$ cat src/rtl/imem_boot_pkg.sv
// Shared types and constants for the instruction-memory boot sequencer.
package imem_boot_pkg;

    typedef enum logic [2:0] {
        ST_IDLE,
        ST_HDR,
        ST_DATA,
        ST_WRITE,
        ST_RELEASE,
        ST_ERR
    } state_t;

    localparam int unsigned HDR_BYTES = 4;
    localparam logic [31:0] NOP_INSTR = 32'h0000_0000;

endpackage

$ cat src/rtl/imem_word_assembler.sv
// Packs a byte stream into little-endian 32-bit words; shared by header and data phases.
module imem_word_assembler
    import imem_boot_pkg::*;
(
    input  logic        clk,
    input  logic        rst,
    input  logic        i_clr,
    input  logic        i_push,
    input  logic [7:0]  i_byte,
    output logic [31:0] o_word,
    output logic [31:0] o_word_next,
    output logic        o_word_full
);

    logic [1:0]  r_cnt;
    logic [31:0] r_word;

    // New bytes enter at the top so the first byte ends up in bits [7:0].
    assign o_word_next = {i_byte, r_word[31:8]};
    assign o_word      = r_word;
    assign o_word_full = i_push && (r_cnt == 2'(HDR_BYTES - 1));

    always_ff @(posedge clk or negedge rst) begin
        if (!rst) begin
            r_cnt  <= '0;
            r_word <= '0;
        end else if (i_clr) begin
            r_cnt  <= '0;
            r_word <= '0;
        end else if (i_push) begin
            r_cnt  <= r_cnt + 2'd1;
            r_word <= o_word_next;
        end
    end

endmodule

$ cat src/rtl/imem_boot_arbiter.sv
// Arbitrates instruction memory between core fetch and a byte-stream boot loader.
module imem_boot_arbiter
    import imem_boot_pkg::*;
#(
    parameter int ADDR_W        = 10,
    parameter int DEPTH         = 1024,
    parameter bit BOOT_ON_RESET = 1'b0
) (
    input  logic              clk,
    input  logic              rst,
    input  logic              boot_req,
    input  logic [7:0]        rx_data,
    input  logic              rx_valid,
    output logic              rx_ready,
    input  logic [31:0]       core_pc,
    output logic [31:0]       core_instr,
    output logic              core_rst,
    output logic              mem_we,
    output logic [ADDR_W-1:0] mem_addr,
    output logic [31:0]       mem_wdata,
    input  logic [31:0]       mem_rdata,
    output logic              boot_busy,
    output logic              boot_done,
    output logic              boot_err
);

    localparam state_t RST_STATE = BOOT_ON_RESET ? ST_HDR : ST_IDLE;

    state_t          r_state, w_next;
    logic [ADDR_W:0] r_word_idx;
    logic [31:0]     r_hdr_n;
    logic            r_rx_ready, r_core_rst, r_done, r_err;
    logic            w_push, w_start, w_full, w_last;
    logic [31:0]     w_word, w_word_next;
    logic            w_unused_pc;

    assign w_unused_pc = ^{core_pc[31:ADDR_W+2], core_pc[1:0]};
    assign w_push      = rx_valid & r_rx_ready;
    assign w_start     = (r_state == ST_IDLE) & boot_req;
    assign w_last      = (32'(r_word_idx) + 32'd1) == r_hdr_n;

    imem_word_assembler u_asm (
        .clk         (clk),
        .rst         (rst),
        .i_clr       (w_start),
        .i_push      (w_push),
        .i_byte      (rx_data),
        .o_word      (w_word),
        .o_word_next (w_word_next),
        .o_word_full (w_full)
    );

    always_ff @(posedge clk or negedge rst) begin
        if (!rst) r_state <= RST_STATE;
        else      r_state <= w_next;
    end

    always_comb begin
        w_next     = r_state;
        mem_we     = 1'b0;
        mem_addr   = r_word_idx[ADDR_W-1:0];
        core_instr = NOP_INSTR;
        boot_busy  = 1'b0;
        case (r_state)
            ST_IDLE: begin
                mem_addr   = core_pc[ADDR_W+1:2];
                core_instr = mem_rdata;
                if (boot_req) w_next = ST_HDR;
            end
            ST_HDR: begin
                boot_busy = 1'b1;
                if (w_full) begin
                    if (w_word_next == 32'd0 || w_word_next > 32'(DEPTH)) w_next = ST_ERR;
                    else                                                  w_next = ST_DATA;
                end
            end
            ST_DATA: begin
                boot_busy = 1'b1;
                if (w_full) w_next = ST_WRITE;
            end
            ST_WRITE: begin
                boot_busy = 1'b1;
                mem_we    = 1'b1;
                w_next    = w_last ? ST_RELEASE : ST_DATA;
            end
            ST_RELEASE: begin
                boot_busy = 1'b1;
                w_next    = ST_IDLE;
            end
            ST_ERR:  w_next = ST_IDLE;
            default: w_next = ST_IDLE;
        endcase
    end

    always_ff @(posedge clk or negedge rst) begin
        if (!rst) begin
            r_word_idx <= '0;
            r_hdr_n    <= '0;
            r_rx_ready <= 1'b0;
            r_core_rst <= 1'b0;
            r_done     <= 1'b0;
            r_err      <= 1'b0;
        end else begin
            r_rx_ready <= (w_next == ST_HDR) || (w_next == ST_DATA);
            r_core_rst <= (w_next == ST_IDLE);
            if (w_start) begin
                r_word_idx <= '0;
                r_done     <= 1'b0;
                r_err      <= 1'b0;
            end
            if (r_state == ST_HDR && w_full) r_hdr_n <= w_word_next;
            if (r_state == ST_WRITE)         r_word_idx <= r_word_idx + 1'b1;
            if (r_state == ST_RELEASE)       r_done <= 1'b1;
            if (r_state == ST_ERR)           r_err <= 1'b1;
        end
    end

    assign rx_ready  = r_rx_ready;
    assign core_rst  = r_core_rst;
    assign mem_wdata = w_word;
    assign boot_done = r_done;
    assign boot_err  = r_err;

endmodule

$ cat config.mk
export PLATFORM = sky130hd
export DESIGN_NAME = imem_boot_arbiter
export DESIGN_NICKNAME = d
export VERILOG_FILES = /design/src/rtl/imem_boot_pkg.sv /design/src/rtl/imem_word_assembler.sv /design/src/rtl/imem_boot_arbiter.sv
export SDC_FILE = /design/constraint.sdc
export NUM_CORES = 1
export LEC_CHECK = 0
export ABC_AREA = 1
export CAP_MARGIN = 20
export CELL_PAD_IN_SITES_DETAIL_PLACEMENT = 0
export CELL_PAD_IN_SITES_GLOBAL_PLACEMENT = 2
export CORE_MARGIN = 5
export CORE_UTILIZATION = 22
export CTS_CLUSTER_SIZE = 25
export DETAILED_ROUTE_END_ITERATION = 7
export GPL_TIMING_DRIVEN = 0
export PLACE_DENSITY_LB_ADDON = 0.1
export SLEW_MARGIN = 30
export SYNTH_ARGS = -nofsm -noshare
export SYNTH_HDL_FRONTEND = slang
export SYNTH_SLANG_ARGS = --single-unit
$ cat constraint.sdc
create_clock -name clk -period 1.6 [get_ports clk]
set_input_delay 0.24 -clock clk [delete_from_list [all_inputs] [get_ports clk]]
set_output_delay 0.24 -clock clk [all_outputs]
set_load 0.01 [all_outputs]
==> impl_metrics.yaml, run 1 <==
routing:
  ant_nets: 0
  drt_iter0_markers: 238
  wl_per_cell_um: 15.6
  firstDrtPassIters: 4
  top_layer: "met4"
  vias_per_cell: 4.21
  routed_wl_um: 17200
  met3_wirelength_um: 728
  drc: 0
  dr_wl_met2_um: 8280
  vias: 4638
  wl_met1_um: 7980
worst_hold_path:
  hp-class: "in2async"
floorplanning:
  num_io_pins: 156
  die_area_sq_um: 23600
  core_sq_um: 20200
  die_w_um: 154
  initial_core_util_pct: 22.4
  row_count: 52
  die_h_um: 154
clock_tree:
  cts.htree.levels: 3
  clk_pin_slew_ns: 0.06
  cts_num_sinks: 84
  cts_tree: "done"
  cts_root_buffer: "clkbuf_16"
  cts_buffers: 9
  clk_path_buf_depth: 2
  clk_latency_ns: 0.34
sta:
  worst_hold_slack_ns: 0.388
  relSlewSlack_pct: 62.1
  skew_ns: 0.00698
  setup_viol: 113
  min_period_over_period_pct: 115
  timing.final.ws_setup_ns: -0.233
  final_hold_viol_count: 0
  tightestPinTransition_ns: 0.568
  rsz0062_at_grt: "true"
  setup_tns_ns: -13.34
  drv_slew: 0
  fmax_mhz: 545
  layout_min_cycle_time_ns: 1.83
logic_synthesis:
  seq_area_frac_synth_pct: 46.4
  ys.warnings.count: 0
  avgSynthCellArea_sq_um: 7.27
  ys_ff_latch: 84
  synth_nets: 702
  ys_top_cells_by_area: "dfrtp_1 46%, nand2_1 11%, inv_1 11%"
  netlist_area_sq_um: 4530
  synthCells: 624
  synth_top_area_share_pct: 46.4
  synth_largest_area_cell: "dfrtp_1"
  synthDistinctLibCells: 35
finish:
  fin_util_pct: 39.7
  layout-drive-gt1-share_pct: 35.9
  final_net_count: 904
  n_antenna_cell: 0
  syn_to_final_growth_pct: 77.0
power:
  p_int_w: 0.00775
  powerDensity_nw_per_um2: 1600
  sw_frac_of_total_pct: 39.5
  power.share.sequential_pct: 27.8
  comb_power_share_pct: 54.2
  power.share.clock_pct: 18.0
  ir_drop_v: 0.000782
  p_sw_w: 0.00507
  p_leak_nw: 3.91
global_route:
  grt_overflow: 0
  antenna_found_initial: 0
  track_usage_pct: 13.6
  grt_max_degree: 48
  grt_pass1_wl_um: 25800
  grt_pass1_vias: 4606
run_status:
  run_status: "finished, violations left"
  violations: "negative setup slack"
critical_path:
  worstPathRequired_ns: 1.36
  worst-path-max-fanout: 7
  reg2reg_slack_ns: -0.20
  critPathKind: "reg2out"
  cp-end-kind: "output pin"
  reg2reg_to: "rx_ready$_DFF_PN0_"
  critical_path.startpoint: "r_state[0]$_DFF_PN0_"
  worst-r2r-cell-count: 12
  crit_arrival_ns: 1.59
  r2r-start: "r_word_idx[0]$_DFFE_PN0P_"
  worst_setup_path_start_kind: "register"
placement:
  dp_slack_ns: -0.771
  gp_congestion: 0.777
  hpwl_um: 12100
  io_buffers: 133
run:
  max-cap-violations: 0
-- timing repair --
item,CTS,global route
endpoints found under the setup margin,131,116
buffers inserted,27,26
gates cloned,3,7
pin swaps,10,37
hold buffers,1,0
endpoints found under the hold margin,37,0
gates resized for setup,263,240
-- how the worst max path moves through the flow --
| stage | depth (start not counted) | slack [ns] | to |
|---|---|---|---|
| 6_report | 6 | -0.23 | core_instr[2] |
| 5_1_grt | 14 | -0.38 | rx_ready$_DFF_PN0_ |
| 3_5_place_dp | 8 | -0.77 | r_hdr_n[4]$_DFFE_PN0P_ |
| 3_3_place_gp | 1 | -3.58 | r_word_idx[1]$_DFFE_PN0P_ |
| 4_1_cts | 11 | -0.21 | rx_ready$_DFF_PN0_ |
| 2_1_floorplan | 11 | -0.007 | rx_ready$_DFF_PN0_ |
-- synth_stat cells --
cell,number
nand2_1,130
inv_1,127
nor2_1,86
dfrtp_1,84
o21ai_0,57
nand3_1,31
a31oi_1,23
clkbuf_1,14
nand4_1,8
buf_2,7
o22ai_1,7
nand2_2,6
nor2_2,5
nor2_4,5
inv_2,4
nand3b_1,3
and2_1,2
buf_4,2
ha_1,2
nand3_2,2
nor3_1,2
o21ai_1,2
or2_2,2
xor2_1,2
a21oi_1,1
a21oi_2,1
a32o_1,1
and2_0,1
and3_1,1
buf_1,1
clkinv_1,1
nand2_4,1
o21bai_2,1
o21bai_4,1
xnor2_1,1
-- area by class of cell --
type	count	area (sq um)
clock inverters	4	72.6
clock buffers	12	246
fillers	2073	12200
well taps	270	338
plain buffers	23	259
repair buffers	192	1880
flip-flops and latches	84	2120
inverters	132	513
multi-input cells	384	2600
-- flip-flops by register name, summed over array words and instances, names as in the netlist --
register      flops
boot_done         1
u_asm.r_cnt       2
u_asm.o_word     32
boot_err          1
r_hdr_n          32
r_word_idx       11
r_state           3
core_rst          1
rx_ready          1
-- cells in the final DEF, fill, tap and decap left out, types with 10 or more instances in the layout --
cell type / instances
a31oi_4: 14
buf_2: 29
buf_4: 38
buf_6: 33
clkbuf_16: 15
clkdlybuf4s50_1: 82
dfrtp_1: 72
dfrtp_2: 12
inv_1: 116
inv_2: 11
nand2_1: 112
nand2_2: 15
nand3_1: 26
nor2_1: 34
nor2_2: 27
nor2_4: 35
o21ai_0: 38
o21ai_1: 11
o21ai_2: 10
-- power groups by stage --
stage	sequential [W]	combinational (W)	clock (W)
final	0.00356	0.00695	0.00230
after global routing	0.00368	0.00761	0.00245
after CTS	0.00353	0.00521	0.00238
after detailed placement	0.00358	0.00475	0
after global placement	0.00358	0.00473	0
after floorplan	0.00358	0.00228	0
-- critical path, stage by stage, from the launching register on --
cell     delay, ns
dfrtp_1       0.44
nor2_4        0.20
nand2_8       0.12
buf_6         0.14
buf_8         0.12
nor2_1        0.08
buf_2         0.14
-- layer usage --
layer	vias to the layer above	track usage, %
li1	2336	-
met4	0	3.49
met1	2188	18.2
met2	105	22.6
met5	-	0
met3	9	2.98
-- kinds of logic after synthesis --
kind of cell,Yosys count,share of synthesized area (%)
AO/OA/AOI/OAI,94,11.8
adder cells (fa/ha/maj),2,0.552
buffers and inverters,156,13.3
flip-flops,84,46.4
XOR/XNOR,3,0.580
AND/OR/NAND/NOR,285,27.4
-- per-stage QoR --
step	area (sq um)	std cells	power, W
floorplan	4550	624	0.00586
global placement	6220	1027	0.00831
detailed placement	6250	1028	0.00833
CTS	6870	1075	0.0111
global route	8020	1101	0.0137
finish	8020	1101	0.0128
Note: power is estimated with default switching activity, not from simulation.
==> run 2, diff against run 1 <==
Settings changed: CORE_UTILIZATION 22 to 31, DONT_BUFFER_PORTS from default to 1, SYNTH_HIERARCHICAL from default to 1.
==> impl_metrics.yaml, run 2 <==
clock_tree:
  clk_pin_slew_ns: 0.06
  clk_path_buf_depth: 2
  clk_latency_ns: 0.34
  cts.htree.levels: 3
  cts_root_buffer: "clkbuf_16"
  cts_buffers: 9
  cts_tree: "done"
  cts_num_sinks: 84
routing:
  ant_nets: 0
  drt_iter0_markers: 155
  wl_per_cell_um: 15.7
  vias_per_cell: 4.62
  vias: 4019
  firstDrtPassIters: 4
  routed_wl_um: 13700
  drc: 0
logic_synthesis:
  avgSynthCellArea_sq_um: 7.44
  synth_nets: 712
  synth.mux.area_fraction_pct: 0
  synth_most_common_cell: "nand2_1"
  synth_top_area_share_pct: 44.6
  seq_area_frac_synth_pct: 44.6
  synthAdderAreaFrac_pct: 0.531
  synth_edf_count: 0
  netlist_area_sq_um: 4720
  synth_top_family_by_area: "simple AND/OR/NAND/NOR gates"
  synth-async-reset-ratio_pct: 100
  ys_ff_latch: 84
  yosys.area_share.simple_pct: 32.1
  synth_largest_area_cell: "dfrtp_1"
  synthDistinctLibCells: 28
  synth_compound_area_share_pct: 6.79
  synthFlopType: "dfrtp_1"
  synthCells: 634
  ys_top_cells_by_area: "dfrtp_1 45%, nand2_1 15%, inv_1 7.5%"
  yosys-top-cells-count: "193 x nand2_1, 94 x inv_1, 84 x dfrtp_1"
  ys.warnings.count: 6
  synth_xor_area_share_pct: 0
power:
  p_leak_nw: 3.07
  ir_drop_v: 0.000700
  powerDensity_nw_per_um2: 1640
sta:
  fmax_mhz: 545
  tightestPinTransition_ns: 0.346
  final_hold_viol_count: 84
  drv_slew: 0
  setup_tns_ns: -3.42
  rsz0062_at_grt: "true"
  setup_viol: 49
  relSlewSlack_pct: 76.7
  timing.final.ws_setup_ns: -0.233
  layout_min_cycle_time_ns: 1.83
  skew_ns: 0.00526
  min_period_over_period_pct: 115
  worst_hold_slack_ns: -0.406
critical_path:
  worst-r2r-cell-count: 11
  r2r-start: "r_word_idx[0]$_DFFE_PN0P_"
  crit_arrival_ns: 2.10
  reg2reg_to: "r_word_idx[2]$_DFFE_PN0P_"
  slowest_delay_ns: 0.43
  critPathTopFamily: "buffers and inverters"
  cp-end-kind: "register"
  cp_cell_sequence: "ha_4, nand2_1, nand2_1, buf_4, buf_4, buf_4, buf_4, buf_4, buf_4, buf_4, o22ai_1"
  cp_slowest_cell: "dfrtp_2"
  cpMostUsedCell: "buf_4"
  reg2reg_slack_ns: -0.23
  worst-path-max-fanout: 4
  worst_setup_path_start_kind: "register"
  path_buf_inv: 7
  worstPathRequired_ns: 1.86
  critPathKind: "reg2reg"
placement:
  dp_cells: 822
  hpwl_um: 9990
  dp_slack_ns: -0.522
  gp_congestion: 0.773
  io_buffers: 0
floorplanning:
  row_count: 45
  core_sq_um: 15100
  die_area_sq_um: 17800
  initial_core_util_pct: 31.3
  die_h_um: 133
  num_io_pins: 156
  die_w_um: 133
run_status:
  violations: "negative hold slack, negative setup slack"
  run_status: "finished, violations left"
finish:
  layout.cells.non_filler: 869
  n_antenna_cell: 0
  final_cell_mix: "174 x nand2_1, 82 x inv_1, 76 x dfrtp_1"
  final_net_count: 754
  final_common_cell: "nand2_1"
  syn_to_final_growth_pct: 32.4
  layout-drive-gt1-share_pct: 32.7
  fillers: 1565
global_route:
  grt_pass1_vias: 3992
  grt_max_degree: 85
  grt_overflow: 0
  track_usage_pct: 15.5
  grt_pass1_wl_um: 21700
  antenna_found_initial: 0
run:
  max-cap-violations: 0
worst_hold_path:
  hp-class: "in2async"
-- run 2: cell types whose count changed after synthesis, moves of 13 or more --
cell | previous run | this run
nand2_1 | 130 | 193
inv_1 | 127 | 94
buf_4 | 2 | 33
nor2_1 | 86 | 59
a31oi_1 | 23 | 0
nand3_1 | 31 | 46
nand3_2 | 2 | 15
o21ai_0 | 57 | 44
-- run 2: worst register-to-register path, cell delays in order (launching register included) --
cell,delay (ns)
dfrtp_2,0.43
ha_4,0.19
nand2_1,0.09
nand2_1,0.07
buf_4,0.13
buf_4,0.12
buf_4,0.12
buf_4,0.12
buf_4,0.12
buf_4,0.12
buf_4,0.12
o22ai_1,0.13
-- run 2: layer usage --
layer	vias to the layer above	wire length [um]	track usage, %
met3	14	787	3.93
met1	1889	5880	19.1
li1	2025	-	-
met5	-	0	0
met4	0	245	5.89
met2	91	6750	26.0
-- run 2: cell families (layout without fill, tap and decap cells) --
kind of cell	count (synthesis)	in the layout
compound gates	58	58
simple gates	339	339
buf+inv	151	198
flops	84	84
fa+ha+maj	2	2
-- run 2: final cells by class --
cell class	instances	area, sq um	area share, %
repair buffers	33	327	5.23
clock inverters	4	25.0	0.401
well taps	188	235	3.77
inverters	96	373	5.97
plain buffers	53	517	8.27
flip-flops and latches	84	2110	33.8
multi-input cells	399	2410	38.6
clock buffers	12	246	3.95
-- run 2: stage by stage --
step	instance area, sq um	hold slack (ns)	util [%]	total power [W]
global placement	4980	-0.0515	33.0	0.00705
detailed placement	4980	-0.0535	33.0	0.00708
finish	6250	-0.406	41.4	0.0102
CTS	5980	-0.427	39.7	0.0100
floorplan	4750	-0.0556	-	0.00615
global route	6250	-0.423	41.4	0.0110
-- run 2: worst max path at each step --
stage | from | to | slack (ns) | depth (start not counted)
floorplan | r_word_idx[0]$_DFFE_PN0P_ | rx_ready$_DFF_PN0_ | 0.001 | 14
finish | r_word_idx[0]$_DFFE_PN0P_ | r_word_idx[2]$_DFFE_PN0P_ | -0.23 | 11
CTS | r_word_idx[1]$_DFFE_PN0P_ | rx_ready$_DFF_PN0_ | -0.24 | 14
detailed placement | r_state[2]$_DFF_PN0_ | core_rst$_DFF_PN0_ | -0.52 | 7
global placement | r_state[2]$_DFF_PN0_ | core_rst$_DFF_PN0_ | -0.54 | 7
global route | r_word_idx[0]$_DFFE_PN0P_ | rx_ready$_DFF_PN0_ | -0.39 | 14
-- run 2: power breakdown --
part | switching [W] | internal (W) | total, W
Combinational | 0.00238 | 0.00201 | 0.00440
Sequential | 0.000990 | 0.00290 | 0.00389
Clock | 0.000868 | 0.00109 | 0.00196
-- run 2: what timing repair did --
action	CTS	global route
gates cloned	2	2
pin swaps	2	17
gates resized for setup	163	52
endpoints found under the hold margin	84	84
setup buffers	24	5
setup endpoints to repair	123	122
==> run 3, diff against run 2 <==
Clock period 1.6 ns to 1.5 ns, I/O delays scaled along.
==> impl_metrics.yaml, run 3 (synthesis gave the netlist of run 2 again) <==
run_status:
  violations: "negative hold slack, negative setup slack"
  run_status: "finished, violations left"
clock_tree:
  clk_path_buf_depth: 2
  cts_root_buffer: "clkbuf_16"
  clk_latency_ns: 0.34
  cts.htree.levels: 3
  cts_num_sinks: 84
  clk_pin_slew_ns: 0.06
  cts_buffers: 9
  cts_tree: "done"
  hold_buffers: 8
floorplanning:
  core_sq_um: 15100
  die_w_um: 133
  die_h_um: 133
  die_area_sq_um: 17800
  row_count: 45
  initial_core_util_pct: 31.3
  num_io_pins: 156
global_route:
  grt.met3_usage_pct: 4.04
  track_usage_pct: 15.7
  use_met1_pct: 18.9
  grt_overflow: 0
  antenna_found_initial: 0
  grt_use_met2_pct: 27.5
  busiest_layer: "met2"
  grt_max_degree: 85
  grt_pass1_vias: 4120
  grt_pass1_wl_um: 22200
power:
  p_leak_nw: 3.06
  ir_drop_v: 0.000734
  powerDensity_nw_per_um2: 1800
finish:
  final_net_count: 753
  final_cell_mix: "173 x nand2_1, 79 x inv_1, 74 x dfrtp_1"
  fin_util_pct: 41.5
  syn_to_final_growth_pct: 32.9
  layout-drive-gt1-share_pct: 33.2
  layout.area.seq_sq_um: 2110
  multiInputGateArea_sq_um: 2340
  fillers: 1560
  n_antenna_cell: 0
  final_common_cell: "nand2_1"
  postLayoutCellArea_sq_um: 6270
placement:
  placed_area_sq_um: 4990
  gp_congestion: 0.788
  hpwl_um: 10100
  io_buffers: 0
sta:
  min_period_over_period_pct: 121
  setup_tns_ns: -6.46
  final_hold_viol_count: 84
  setup_viol: 47
  worst_hold_slack_ns: -0.426
  skew_ns: 0.00961
  layout_min_cycle_time_ns: 1.82
  tightestPinTransition_ns: 0.324
  rsz0062_at_grt: "true"
  relSlewSlack_pct: 78.2
  timing.final.ws_setup_ns: -0.322
  drv_slew: 0
  fmax_mhz: 549
critical_path:
  crit_arrival_ns: 2.05
  critPathKind: "reg2reg"
  cp-end-kind: "register"
  worstPathRequired_ns: 1.73
  worst_setup_path_start_kind: "register"
  worst-path-max-fanout: 4
routing:
  drt_iter0_markers: 129
  drc: 0
  firstDrtPassIters: 4
  ant_nets: 0
  vias_per_cell: 4.61
  vias: 4002
  routed_wl_um: 13700
  wl_per_cell_um: 15.8
worst_hold_path:
  hp-class: "in2async"
run:
  max-cap-violations: 0
-- run 3: cell types whose count changed in the layout (fill, tap and decap cells not counted), moves of 3 or more --
cell / change
nand2_2: +6
nand2_4: -5
o21ai_2: +15
buf_4: -13
buf_8: +6
inv_1: -3
dlygate4sd3_1: +8
clkbuf_16: -4
inv_4: +4
o21ai_4: -9
o21ai_0: -13
clkbuf_2: -3
o21ai_1: +7
bufinv_16: +3
-- run 3: routing by layer --
layer  part of all wire, %  wire length [um]
met1                    43              5880
met2                    50              6820
met3                   5.8               800
met4                   1.4               194
met5                     0                 0
-- run 3: power breakdown --
part | internal, W | leakage, nW | switching, W
logic | 0.00204 | 1.80 | 0.00250
clock network | 0.00163 | 0.157 | 0.000922
registers | 0.00310 | 1.10 | 0.00107
total | 0.00677 | 3.06 | 0.00449
-- run 3: stage by stage --
step	total power (W)	cells	setup WS, ns
floorplan	0.00657	634	-0.0978
global placement	0.00753	822	-0.666
detailed placement	0.00758	822	-0.675
CTS	0.0113	866	-0.329
global route	0.0121	868	-0.465
finish	0.0113	868	-0.322
-- run 3: layout make-up --
class	count	share of cell area [%]
Multi-Input combinational cell	399	37.4
Sequential cell	84	33.7
Buffer	53	8.18
Inverter	96	6.03
Timing Repair Buffer	32	5.61
Clock buffer	12	3.77
Tap cell	188	3.75
Clock inverter	4	1.56
-- run 3: final timing paths --
path                                            from  slack, ns                            to  cells past startpoint
max                        r_word_idx[1]$_DFFE_PN0P_      -0.32            rx_ready$_DFF_PN0_                     13
min                                              rst      -0.43  u_asm/o_word[30]$_DFFE_PN0P_                      0
max reg2reg                r_word_idx[1]$_DFFE_PN0P_      -0.32            rx_ready$_DFF_PN0_                     13
min reg2reg                  r_hdr_n[15]$_DFFE_PN0P_       0.48       r_hdr_n[15]$_DFFE_PN0P_                      2
max in group asynchronous                        rst       1.77          r_state[0]$_DFF_PN0_                      0
min in group clk                            boot_req       0.10         boot_done$_DFFE_PN0P_                      3
-- run 3: timing repair --
| action | in CTS | in global routing |
|---|---|---|
| cloned | 4 | 0 |
| endpoints found under the setup margin | 126 | 122 |
| pin swaps | 16 | 17 |
| setup buffers | 17 | 4 |
| resized for setup | 184 | 52 |
| hold endpoints to repair | 92 | 84 |
-- run 3: critical path: stages (launching register included) --
cell	delay, ns
dfrtp_1	0.40
ha_4	0.18
nand3_4	0.10
nor2_4	0.17
buf_12	0.13
nand3_1	0.09
nand3b_1	0.10
nand2_1	0.07
nor2_2	0.12
nand3_2	0.11
nand2_2	0.09
nand2_2	0.06
nand2_2	0.06
nand2_2	0.04
